File: src/rtl/cpu_pkg.sv
// Shared CPU definitions: fetch-unit parameter defaults and the fetch FSM
// state encoding.
package cpu_pkg;

    localparam logic [31:0] DEFAULT_RESET_PC   = 32'd0;
    localparam int unsigned DEFAULT_IMEM_DEPTH = 256;
    localparam logic [31:0] DEFAULT_HALT_WORD  = 32'hFFFF_FFFF;
    localparam logic [31:0] DEFAULT_NOP_WORD   = 32'h0000_0000;

    // Fetch FSM encoding (one bit, kept as plain constants for legacy users)
    localparam logic STATE_RUN  = 1'b0;
    localparam logic STATE_HALT = 1'b1;

endpackage

File: src/rtl/if_id_register.sv
// IF/ID pipeline register: instruction, PC and valid bit handed to decode.
// Ports:
//   clk, reset          - clock, synchronous active-high reset
//   load                - capture fetch_instruction/fetch_pc as a valid entry
//   bubble              - capture NOP_WORD with valid=0, PC taken from fetch_pc
//   fetch_instruction   - word from instruction memory
//   fetch_pc            - PC associated with this cycle's fetch
//   if_id_instruction, if_id_pc, if_id_valid - registered outputs
// With neither load nor bubble the register holds.
module if_id_register
    import cpu_pkg::*;
#(
    parameter logic [31:0] RESET_PC = DEFAULT_RESET_PC,
    parameter logic [31:0] NOP_WORD = DEFAULT_NOP_WORD
) (
    input  logic        clk,
    input  logic        reset,
    input  logic        load,
    input  logic        bubble,
    input  logic [31:0] fetch_instruction,
    input  logic [31:0] fetch_pc,
    output logic [31:0] if_id_instruction,
    output logic [31:0] if_id_pc,
    output logic        if_id_valid
);

    always_ff @(posedge clk) begin
        if (reset) begin
            if_id_instruction <= NOP_WORD;
            if_id_pc          <= RESET_PC;
            if_id_valid       <= 1'b0;
        end else if (bubble) begin
            if_id_instruction <= NOP_WORD;
            if_id_pc          <= fetch_pc;
            if_id_valid       <= 1'b0;
        end else if (load) begin
            if_id_instruction <= fetch_instruction;
            if_id_pc          <= fetch_pc;
            if_id_valid       <= 1'b1;
        end
    end

endmodule

File: src/rtl/fetch_unit.sv
// Instruction fetch stage: PC register, next-PC selection, RUN/HALT FSM and
// the IF/ID pipeline register.
// Ports:
//   clk, reset                   - clock, synchronous active-high reset
//   stall                        - hold PC and IF/ID
//   flush                        - next IF/ID load becomes a bubble
//   branch_taken, branch_target  - redirect request and word-index target
//   program_counter              - word index presented to instruction memory
//   instruction                  - combinational memory data for program_counter
//   if_id_instruction/pc/valid   - registered fetch result for decode
//   halted                       - FSM is in HALT
module fetch_unit
    import cpu_pkg::*;
#(
    parameter logic [31:0] RESET_PC   = DEFAULT_RESET_PC,
    parameter int unsigned IMEM_DEPTH = DEFAULT_IMEM_DEPTH,
    parameter logic [31:0] HALT_WORD  = DEFAULT_HALT_WORD,
    parameter logic [31:0] NOP_WORD   = DEFAULT_NOP_WORD
) (
    input  logic        clk,
    input  logic        reset,
    input  logic        stall,
    input  logic        flush,
    input  logic        branch_taken,
    input  logic [31:0] branch_target,
    output logic [31:0] program_counter,
    input  logic [31:0] instruction,
    output logic [31:0] if_id_instruction,
    output logic [31:0] if_id_pc,
    output logic        if_id_valid,
    output logic        halted
);

    localparam int unsigned ADDR_W  = $clog2(IMEM_DEPTH);
    localparam logic [31:0] PC_MASK = 32'((64'd1 << ADDR_W) - 64'd1);
    localparam logic [31:0] LAST_PC = 32'(IMEM_DEPTH - 1);

    logic        state;
    logic        state_next;
    logic [31:0] pc_next;
    logic [31:0] pc_incr;
    logic        ifid_load;
    logic        ifid_bubble;

    assign pc_incr = (program_counter == LAST_PC) ? '0 : program_counter + 32'd1;
    assign halted  = (state == STATE_HALT);

    // Priority: branch, then stall, then HALT, then normal fetch. Reset is
    // applied on top of this in the registers themselves.
    always_comb begin
        pc_next     = program_counter;
        state_next  = state;
        ifid_load   = 1'b0;
        ifid_bubble = 1'b0;
        if (branch_taken) begin
            pc_next     = branch_target & PC_MASK;
            state_next  = STATE_RUN;
            ifid_bubble = 1'b1;
        end else if (!stall) begin
            if (state == STATE_HALT) begin
                ifid_bubble = 1'b1;
            end else if (flush) begin
                ifid_bubble = 1'b1;
                pc_next     = pc_incr;
            end else begin
                ifid_load = 1'b1;
                // The halt word itself still reaches decode; the PC parks on it.
                if (instruction == HALT_WORD) begin
                    state_next = STATE_HALT;
                end else begin
                    pc_next = pc_incr;
                end
            end
        end
    end

    always_ff @(posedge clk) begin
        if (reset) begin
            program_counter <= RESET_PC;
            state           <= STATE_RUN;
        end else begin
            program_counter <= pc_next;
            state           <= state_next;
        end
    end

    if_id_register #(
        .RESET_PC (RESET_PC),
        .NOP_WORD (NOP_WORD)
    ) u_if_id (
        .clk               (clk),
        .reset             (reset),
        .load              (ifid_load),
        .bubble            (ifid_bubble),
        .fetch_instruction (instruction),
        .fetch_pc          (program_counter),
        .if_id_instruction (if_id_instruction),
        .if_id_pc          (if_id_pc),
        .if_id_valid       (if_id_valid)
    );

endmodule

File: config.mk
export PLATFORM = sky130hd
export DESIGN_NAME = fetch_unit
export DESIGN_NICKNAME = d
export VERILOG_FILES = /design/src/rtl/cpu_pkg.sv /design/src/rtl/if_id_register.sv /design/src/rtl/fetch_unit.sv
export SDC_FILE = /design/constraint.sdc
export NUM_CORES = 1
export LEC_CHECK = 0
export ABC_CLOCK_PERIOD_IN_PS = 2200
export CORE_ASPECT_RATIO = 0.9
export CORE_MARGIN = 8
export CORE_UTILIZATION = 40
export DETAILED_ROUTE_END_ITERATION = 7
export MAX_ROUTING_LAYER = met4
export PLACE_DENSITY = 0.84
export SYNTH_ARGS = -nofsm -noshare
export SYNTH_HDL_FRONTEND = slang
export SYNTH_SLANG_ARGS = --single-unit
File: constraint.sdc
create_clock -name clk -period 2.2 [get_ports clk]
set_clock_uncertainty 0.05 [all_clocks]
set_input_delay 0.44 -clock clk [delete_from_list [all_inputs] [get_ports clk]]
set_output_delay 0.44 -clock clk [all_outputs]
set_load 0.01 [all_outputs]
Word level (Yosys, flattened, before mapping)
Index checks and enable logic that the tools add are counted.
{"block": "totals", "latch_bits": 0, "memories": 0, "mem_bits_rw": 0, "inputBits": 69, "register_bits": 98, "rom_bits": 0, "output_inout_bits": 98}
{"block": "op_classes", "muxes": 19, "add_sub_neg": 1, "n_eq_ne": 6, "div": 0, "bitwise": 2, "n_reduce_logical": 5, "shift": 0, "magnitude_cmp": 0, "multipliers": 0}
{"cell": "$mux W32", "n": 5}
{"cell": "$add A32 B1 Y32 const B", "n": 1}
{"cell": "$eq A32 B32 Y1 const B", "n": 1}
{"cell": "$eq A32 B8 Y1 const B", "n": 1}
{"cell": "$mux W8", "n": 3}
{"cell": "$mux W1", "n": 11}
{"cell": "$reduce_and A3 Y1", "n": 2}
{"cell": "$ne A2 B2 Y1 const B", "n": 2}
{"cell": "$reduce_or A2 Y1", "n": 2}
{"cell": "$ne A3 B3 Y1 const B", "n": 1}
{"cell": "$ne A2 B1 Y1 const B", "n": 1}
{"cell": "$not A1 Y1", "n": 2}
{"cell": "$reduce_bool A2 Y1", "n": 1}

Longest topological paths before layout
Gate-level depths: netlist (run 1).
{"block": "logic_depth", "ltp_word": 7, "ltp_mapped": 7, "depth_no_buf": 6}

By module
From an unflattened synthesis (run 1), not the netlist that was laid out.
{"block": "hier_totals", "hier_cells": 533, "hier_area_um2": 4644.5}
{"module": "if_id_register", "area_per_inst_um2": 2532.4, "cells_each": 253, "n_inst": 1}
{"module": "fetch_unit", "area_per_inst_um2": 2112.0, "cells_each": 280, "n_inst": 1}

Worst setup path before layout (run 1)
Ideal clock, no wire load.
{"block": "synth_path", "kind": "reg2reg", "startpoint": "register program_counter[0]", "endpoint": "register program_counter[3]", "setup_ns": 0.125, "arrival_time_ns": 2.021, "required_ns": 2.025, "synth_period_minus_slack_ns": 2.196, "path_slack_ns": 0.004, "path_buffers": 1, "path_stages_with_launch": 8, "path_cell_list": "dfxtp_1 > ha_1 > nand4_1 > or2_2 > or4_1 > buf_2 > a32oi_1 > o21ai_0"}
{"block": "synth_between", "elab_chain_len": 7, "elab_cells_between_ends": 8, "classes_between": "add/sub (1); eq/ne (1); mux (6)"}
{"item": "start: declaration", "line_no": "fetch_unit.sv:26", "source": "output logic [31:0] program_counter,"}
{"item": "start signal: assignment", "line_no": "fetch_unit.sv:82", "source": "program_counter <= pc_next;"}
{"item": "$add A32 B1 Y32 or $eq A32 B8 Y1 (tied branches)", "line_no": "fetch_unit.sv:45", "source": "assign pc_incr = (program_counter == LAST_PC) ? '0 : program_counter + 32'd1;"}
{"item": "$mux W32 (*)", "line_no": "fetch_unit.sv:45"}
{"item": "$mux W32", "line_no": "fetch_unit.sv:68", "source": "if (instruction == HALT_WORD) begin"}
{"item": "$mux W32 (*)", "line_no": "fetch_unit.sv:62", "source": "end else if (flush) begin"}
{"item": "$mux W8 (*)", "line_no": "fetch_unit.sv:60", "source": "if (state == STATE_HALT) begin"}
{"item": "$mux W8 (*)", "line_no": "fetch_unit.sv:59", "source": "end else if (!stall) begin"}
{"item": "$mux W8 (*)", "line_no": "fetch_unit.sv:55", "source": "if (branch_taken) begin"}
Mark *: on every way between the ends. The rest lies on a longest branch, timed or not. The select of a mux whose other input is x is not followed.
A chain may end at the register's enable or synchronous reset.

Final worst setup path (run 1)
{"block": "layout_path", "startpoint": "register program_counter[1]", "endpoint": "register program_counter[7]"}
The elaborated chain is that of the path after synthesis.

==> impl_metrics.json, run 1 <==
{
  "hp-class": "register to register",
  "fin_crit_sh_pct": 98.2,
  "root_buffer": "clkbuf_16",
  "ys_seq_area_share_pct": 46.0,
  "drive_above_1_share_pct": 15.1,
  "syn_inst": 550,
  "io_pins": 167,
  "syn_avg_cell_area_sq_um": 7.76,
  "critPathKind": "register to register",
  "ys.flop_type": "dfxtp_1",
  "core_area_sq_mm": 0.0103,
  "layout_setup_ws_ns": 0.0404,
  "drcViolationCount": 0,
  "fin_cells": 877,
  "clockBufferDepth": 2,
  "htreeDepth": 3,
  "syn_to_final_growth_pct": 58.4,
  "path_buf_inv": 0,
  "vias": 4913,
  "core.rowCount": 35,
  "grt_antenna_before_repair": 0,
  "syn_nets": 620,
  "dieArea_sq_mm": 0.0142,
  "grt_pass1_vias": 4895,
  "status": "finished, final reports clean",
  "gp_congestion": 0.872,
  "numClockSinks": 98,
  "n_antenna_cell": 0,
  "dpl.cell_count": 857,
  "slowest_stage": "or4_4",
  "drtIter0Drc": 434,
  "ys_seq_elements": 98,
  "fp.dieH_um": 114,
  "dp_hpwl_mm": 11.0,
  "cp.arrival_ns": 2.33,
  "start_kind": "register",
  "max_cap_violations": 0,
  "synth_edf_count": 0,
  "slew_violations": 0,
  "dp_slack_ns": -0.454,
  "rsz0062_at_grt": "yes",
  "ir_drop_uv": 370,
  "initial_core_util_pct": 41.3,
  "post_dp_cell_area_sq_mm": 0.00633,
  "nets": 814,
  "synth_area_sq_mm": 0.00427,
  "leakage_nw": 2.39,
  "dr.pass1.iters": 5,
  "numCtsBuffers": 9,
  "slowest_delay_ns": 0.61,
  "path_delay_family": "simple AND/OR/NAND/NOR gates",
  "viasPerCell": 5.60,
  "use_met2_pct": 35.8,
  "ys_warn_count": 0,
  "crit_chain": "ha_1 > nand4_1 > or2_2 > or4_4 > a31oi_1 > a221oi_1",
  "clk_latency_ns": 0.34,
  "tightest_slew_ns": 0.593,
  "overflow": 0,
  "drtAntennaViolNets": 0,
  "min_period_ns": 2.16,
  "cts_hold_buf": 0,
  "hold_viol": 0,
  "final_common_cell": "nand2_1",
  "die_x_um": 125,
  "grtUsageMet1_pct": 24.4,
  "clk_pin_slew_ns": 0.07,
  "cp.required_ns": 2.37,
  "grt_pass1_wl_mm": 24.3,
  "grt_usage_pct": 21.0,
  "routed_wl_mm": 15.2,
  "cp_max_fo": 7,
  "synth.distinct_cells": 44,
  "synthArstFlopShare_pct": 0,
  "layout_common_cells": "157 x nand2_1, 112 x clkdlybuf4s50_1, 98 x dfxtp_1",
  "max_freq_ghz": 0.463,
  "setup_viol": 0,
  "grtUsageMet3_pct": 4.71,
  "io_buffers": 142,
  "busiest_layer": "met2",
  "end_kind": "register",
  "final_cell_area_sq_mm": 0.00676,
  "relSlewSlack_pct": 60.5,
  "wire_per_inst_um": 17.3,
  "tns_ns": 0,
  "cts_tree": "built",
  "grt_max_degree": 34,
  "power_density_mw_per_mm2": 588
}
[path summary, 6_finish.rpt]
path                             start                   end  slack (ns)  cells after the start
setup / recovery    program_counter[1]    program_counter[7]        0.04                      6
hold / removal    u_if_id.if_id_pc[22]  u_if_id.if_id_pc[22]        0.40                      2
setup reg to reg    program_counter[1]    program_counter[7]        0.04                      6
hold reg to reg   u_if_id.if_id_pc[22]  u_if_id.if_id_pc[22]        0.40                      2
[power breakdown]
group	switching [mW]	internal [mW]	total, mW
clock network	0.683	1.03	1.71
logic	0.225	0.228	0.453
registers	0.0138	1.80	1.81
[cell families (layout without fill, tap and decap cells)]
| kind of cell | Yosys count | in the layout | synth area share [%] |
|---|---|---|---|
| muxes | 2 | 2 | 0.469 |
| adders and majority gates | 1 | 1 | 0.293 |
| DFF | 98 | 98 | 46.0 |
| buffers and inverters | 45 | 242 | 4.81 |
| AOI/OAI and AO/OA | 133 | 133 | 18.4 |
| and+or+nand+nor | 271 | 272 | 30.1 |
[final cells by class]
cell class | count | area (sq um)
repair buffers | 218 | 2120
clock buffers | 10 | 239
multi-input cells | 408 | 2160
flip-flops and latches | 98 | 1960
fillers | 830 | 3570
well taps | 129 | 161
inverters | 9 | 33.8
clock inverters | 5 | 85.1
[registers in the layout, indices dropped and copies added (netlist names)]
| name | count |
|---|---|
| u_if_id.if_id_instruction | 32 |
| program_counter | 32 |
| u_if_id.if_id_valid | 1 |
| halted | 1 |
| u_if_id.if_id_pc | 32 |
[worst reg2reg max path: stages (launching register included)]
cell      delay (ns)
dfxtp_1         0.34
ha_1            0.18
nand4_1         0.12
or2_2           0.39
or4_4           0.61
a31oi_1         0.23
a221oi_1        0.11
[cell usage after synthesis (2+ instances only)]
cell      instances  area, sq um
o22ai_1           5         31.3
buf_6             2         22.5
nor4_1            8         50.1
and3_1            4         25.0
nand4b_1          3         26.3
a32oi_1           2         17.5
or2_2             3         18.8
nand2_1         158          593
mux2i_1           2         20.0
o21ai_2           2         17.5
inv_1             8         30.0
nor3_1            4         20.0
nand4_1          23          144
o31ai_1          14          105
o21ai_0           6         30.0
nand3_1          16         80.1
nor2_1           15         56.3
buf_1             2         7.51
a311oi_1          3         26.3
clkbuf_1         29          109
a21oi_1          91          455
and4_1            2         17.5
or4_1            18          135
nor3b_1           4         30.0
dfxtp_1          98         1960
a211oi_1          2         15.0
or3_1             9         56.3
[layer usage]
| metal | part of all wire (%) | vias up | wire [um] |
|---|---|---|---|
| met5 | 0 | - | 0 |
| met4 | 1.3 | 0 | 191 |
| met3 | 7.5 | 15 | 1150 |
| met2 | 50 | 212 | 7560 |
| met1 | 41 | 2342 | 6310 |
| li1 | - | 2344 | - |
[timing repair]
action	in CTS	in global routing
pin swaps	12	10
setup buffers	2	0
gates cloned	2	2
endpoints found under the setup margin	29	26
gates resized for setup	31	15
[stage by stage]
stage	power (mW)	hold slack [ns]	utilization (%)
after global routing	4.10	0.420	65.4
final	3.98	0.399	65.4
after global placement	2.29	0.388	61.3
after floorplan	2.01	0.426	-
after detailed placement	2.30	0.394	61.3
after CTS	3.99	0.404	64.9
Note: power is estimated with default switching activity, not from simulation.
==> inputs of run 2 (changes only) <==
- CTS_CLUSTER_DIAMETER: default -> 200
==> results of run 2 <==
Same layout as run 1: the final DEF is identical, and so are final timing and power.
==> inputs of run 3 (changes only) <==
- ABC_CLOCK_PERIOD_IN_PS: 2200 -> 1800
- clock period: 2.2 -> 1.8 ns (I/O delays scaled with it)
==> run 3 against run 2 <==
Effect of this change: via count up 12%; register-to-register slack worse by 0.27 ns; maximum frequency up 6.5%; critical endpoint is now program_counter[3]; the run now ends with negative setup slack left; highest routed layer unchanged; design area up 11%; routed wire length up 24%; core utilization up 7.0 points; sequential share of layout area down 2.3 points; clock power up 22%; die area unchanged.
==> impl_metrics.json, run 3 (synthesized netlist as in run 1, its figures left out) <==
{
  "status": "finished, violations left",
  "violations": "negative setup slack",
  "fin_cells": 932,
  "clockBufferDepth": 2,
  "cp.required_ns": 1.98,
  "initial_core_util_pct": 41.3,
  "end_kind": "register",
  "setup_viol": 30,
  "drtAntennaViolNets": 0,
  "crit_start": "program_counter[1]",
  "reg2reg_to": "program_counter[3]",
  "netSwitchingFraction_pct": 24.2,
  "cts_hold_buf": 0,
  "core_area_sq_mm": 0.0103,
  "critPathKind": "register to register",
  "max_cap_violations": 0,
  "ir_drop_uv": 417,
  "layout_common_cells": "154 x nand2_1, 102 x buf_4, 79 x a21oi_1",
  "rr_worst_depth": 6,
  "hp-class": "primary input to register",
  "drcViolationCount": 0,
  "root_buffer": "clkbuf_16",
  "r2r_slack_ns": -0.23,
  "hold_viol": 0,
  "p_int_mw": 3.72,
  "clock_power_share_pct": 42.4,
  "fin_crit_sh_pct": 113,
  "relSlewSlack_pct": 69.9,
  "rsz0062_at_grt": "yes",
  "cp.arrival_ns": 2.21,
  "grt_pass1_wl_mm": 26.5,
  "drtIter0Drc": 498,
  "grt_max_degree": 34,
  "grt_pass1_vias": 5243,
  "nets": 867,
  "clk_pin_slew_ns": 0.07,
  "start_kind": "register",
  "gp_congestion": 0.914,
  "power_density_mw_per_mm2": 656,
  "grt_antenna_before_repair": 1,
  "p_total_mw": 4.91,
  "max_freq_ghz": 0.493,
  "tns_ns": -3.54,
  "multi_input_area_sq_mm": 0.00245,
  "htreeDepth": 3,
  "p_comb_share_pct": 12.5,
  "power_frac_seq_pct": 45.2,
  "reg.largest.list": "program_counter (32), u_if_id.if_id_instruction (32), u_if_id.if_id_pc (32)",
  "dr.pass1.iters": 5,
  "tightest_slew_ns": 0.451,
  "dp_slack_ns": -0.730,
  "leakage_nw": 3.10,
  "fp.dieH_um": 114,
  "dp_hpwl_mm": 11.7,
  "cts_tree": "built",
  "cp_max_fo": 5,
  "io_pins": 167,
  "viasPerCell": 5.89,
  "r2r-start": "program_counter[1]",
  "die_x_um": 125,
  "layout_setup_ws_ns": -0.228,
  "fill_cells": 698,
  "io_buffers": 142,
  "clk_latency_ns": 0.35,
  "seq_area_sq_mm": 0.00200,
  "endpoint": "program_counter[3]",
  "dieArea_sq_mm": 0.0142,
  "syn_to_final_growth_pct": 75.3,
  "slew_violations": 0,
  "min_period_ns": 2.03,
  "dpl.cell_count": 887,
  "core.rowCount": 35,
  "switchingPower_mw": 1.19,
  "numCtsBuffers": 9,
  "overflow": 0,
  "routed_wl_mm": 18.9,
  "grt_usage_pct": 23.4,
  "numClockSinks": 98,
  "wire_per_inst_um": 20.3,
  "final_common_cell": "nand2_1",
  "vias": 5488,
  "drive_above_1_share_pct": 32.0
}
[run 3: changes by cell type in the layout (fill, tap and decap cells not counted), sizes merged, moves of 3 or more]
cell,previous run,this run
clkbuf,11,18
clkinv,1,4
clkdlybuf4s15,0,3
dlygate4sd2,25,18
buf,75,148
clkdlybuf4s50,112,77
dlymetal6s2s,5,17
[run 3: worst min path at each step]
stage | from | end | slack (ns) | cells after the start
final | instruction[29] | u_if_id.if_id_instruction[29] | 0.19 | 3
after global routing | instruction[26] | u_if_id.if_id_instruction[26] | 0.20 | 3
after CTS | instruction[5] | u_if_id.if_id_instruction[5] | 0.24 | 3
after detailed placement | u_if_id.if_id_pc[15] | u_if_id.if_id_pc[15] | 0.40 | 2
after global placement | u_if_id.if_id_pc[18] | u_if_id.if_id_pc[18] | 0.39 | 2
after floorplan | reset | program_counter[2] | 0.38 | 1
[run 3: repair_timing]
item / in CTS / in global routing
setup endpoints to repair: 64 / 54
setup buffers: 10 / 12
pin swaps: 26 / 43
gates cloned: 3 / 5
resized for setup: 127 / 121
[run 3: power by group through the flow]
stage | registers (mW) | logic [mW] | clock network (mW)
detailed placement | 2.27 | 0.546 | 0
CTS | 2.22 | 0.549 | 2.09
global placement | 2.27 | 0.530 | 0
finish | 2.22 | 0.613 | 2.08
floorplan | 2.29 | 0.173 | 0
global route | 2.22 | 0.647 | 2.19
[run 3: per-stage QoR]
stage,hold slack [ns],utilization [%],cell area (sq um)
floorplan,0.381,-,4340
global placement,0.390,63.4,6550
detailed placement,0.395,63.4,6550
CTS,0.239,68.0,7030
global route,0.199,72.4,7480
finish,0.194,72.4,7480
[run 3: worst max-delay path: stages (launching register included)]
cell	delay (ns)
dfxtp_4	0.36
ha_4	0.13
nand4_1	0.16
or2_4	0.30
or4_4	0.55
a32oi_2	0.26
o21ai_1	0.09
[run 3: cell type report]
cell class,instances,share of cell area [%]
Sequential cell,98,26.7
Clock inverter,6,1.20
Antenna cell,1,0.0334
Inverter,9,0.451
Multi-Input combinational cell,408,32.8
Clock buffer,10,3.06
Timing Repair Buffer,271,33.7
Tap cell,129,2.16
[run 3: routing by layer]
metal	GRT usage (%)	up-vias	wire, um
met3	5.13	83	1510
met4	10.7	0	812
met1	25.9	2616	7270
met5	-	-	0
met2	40.1	337	9280
li1	-	2452	-
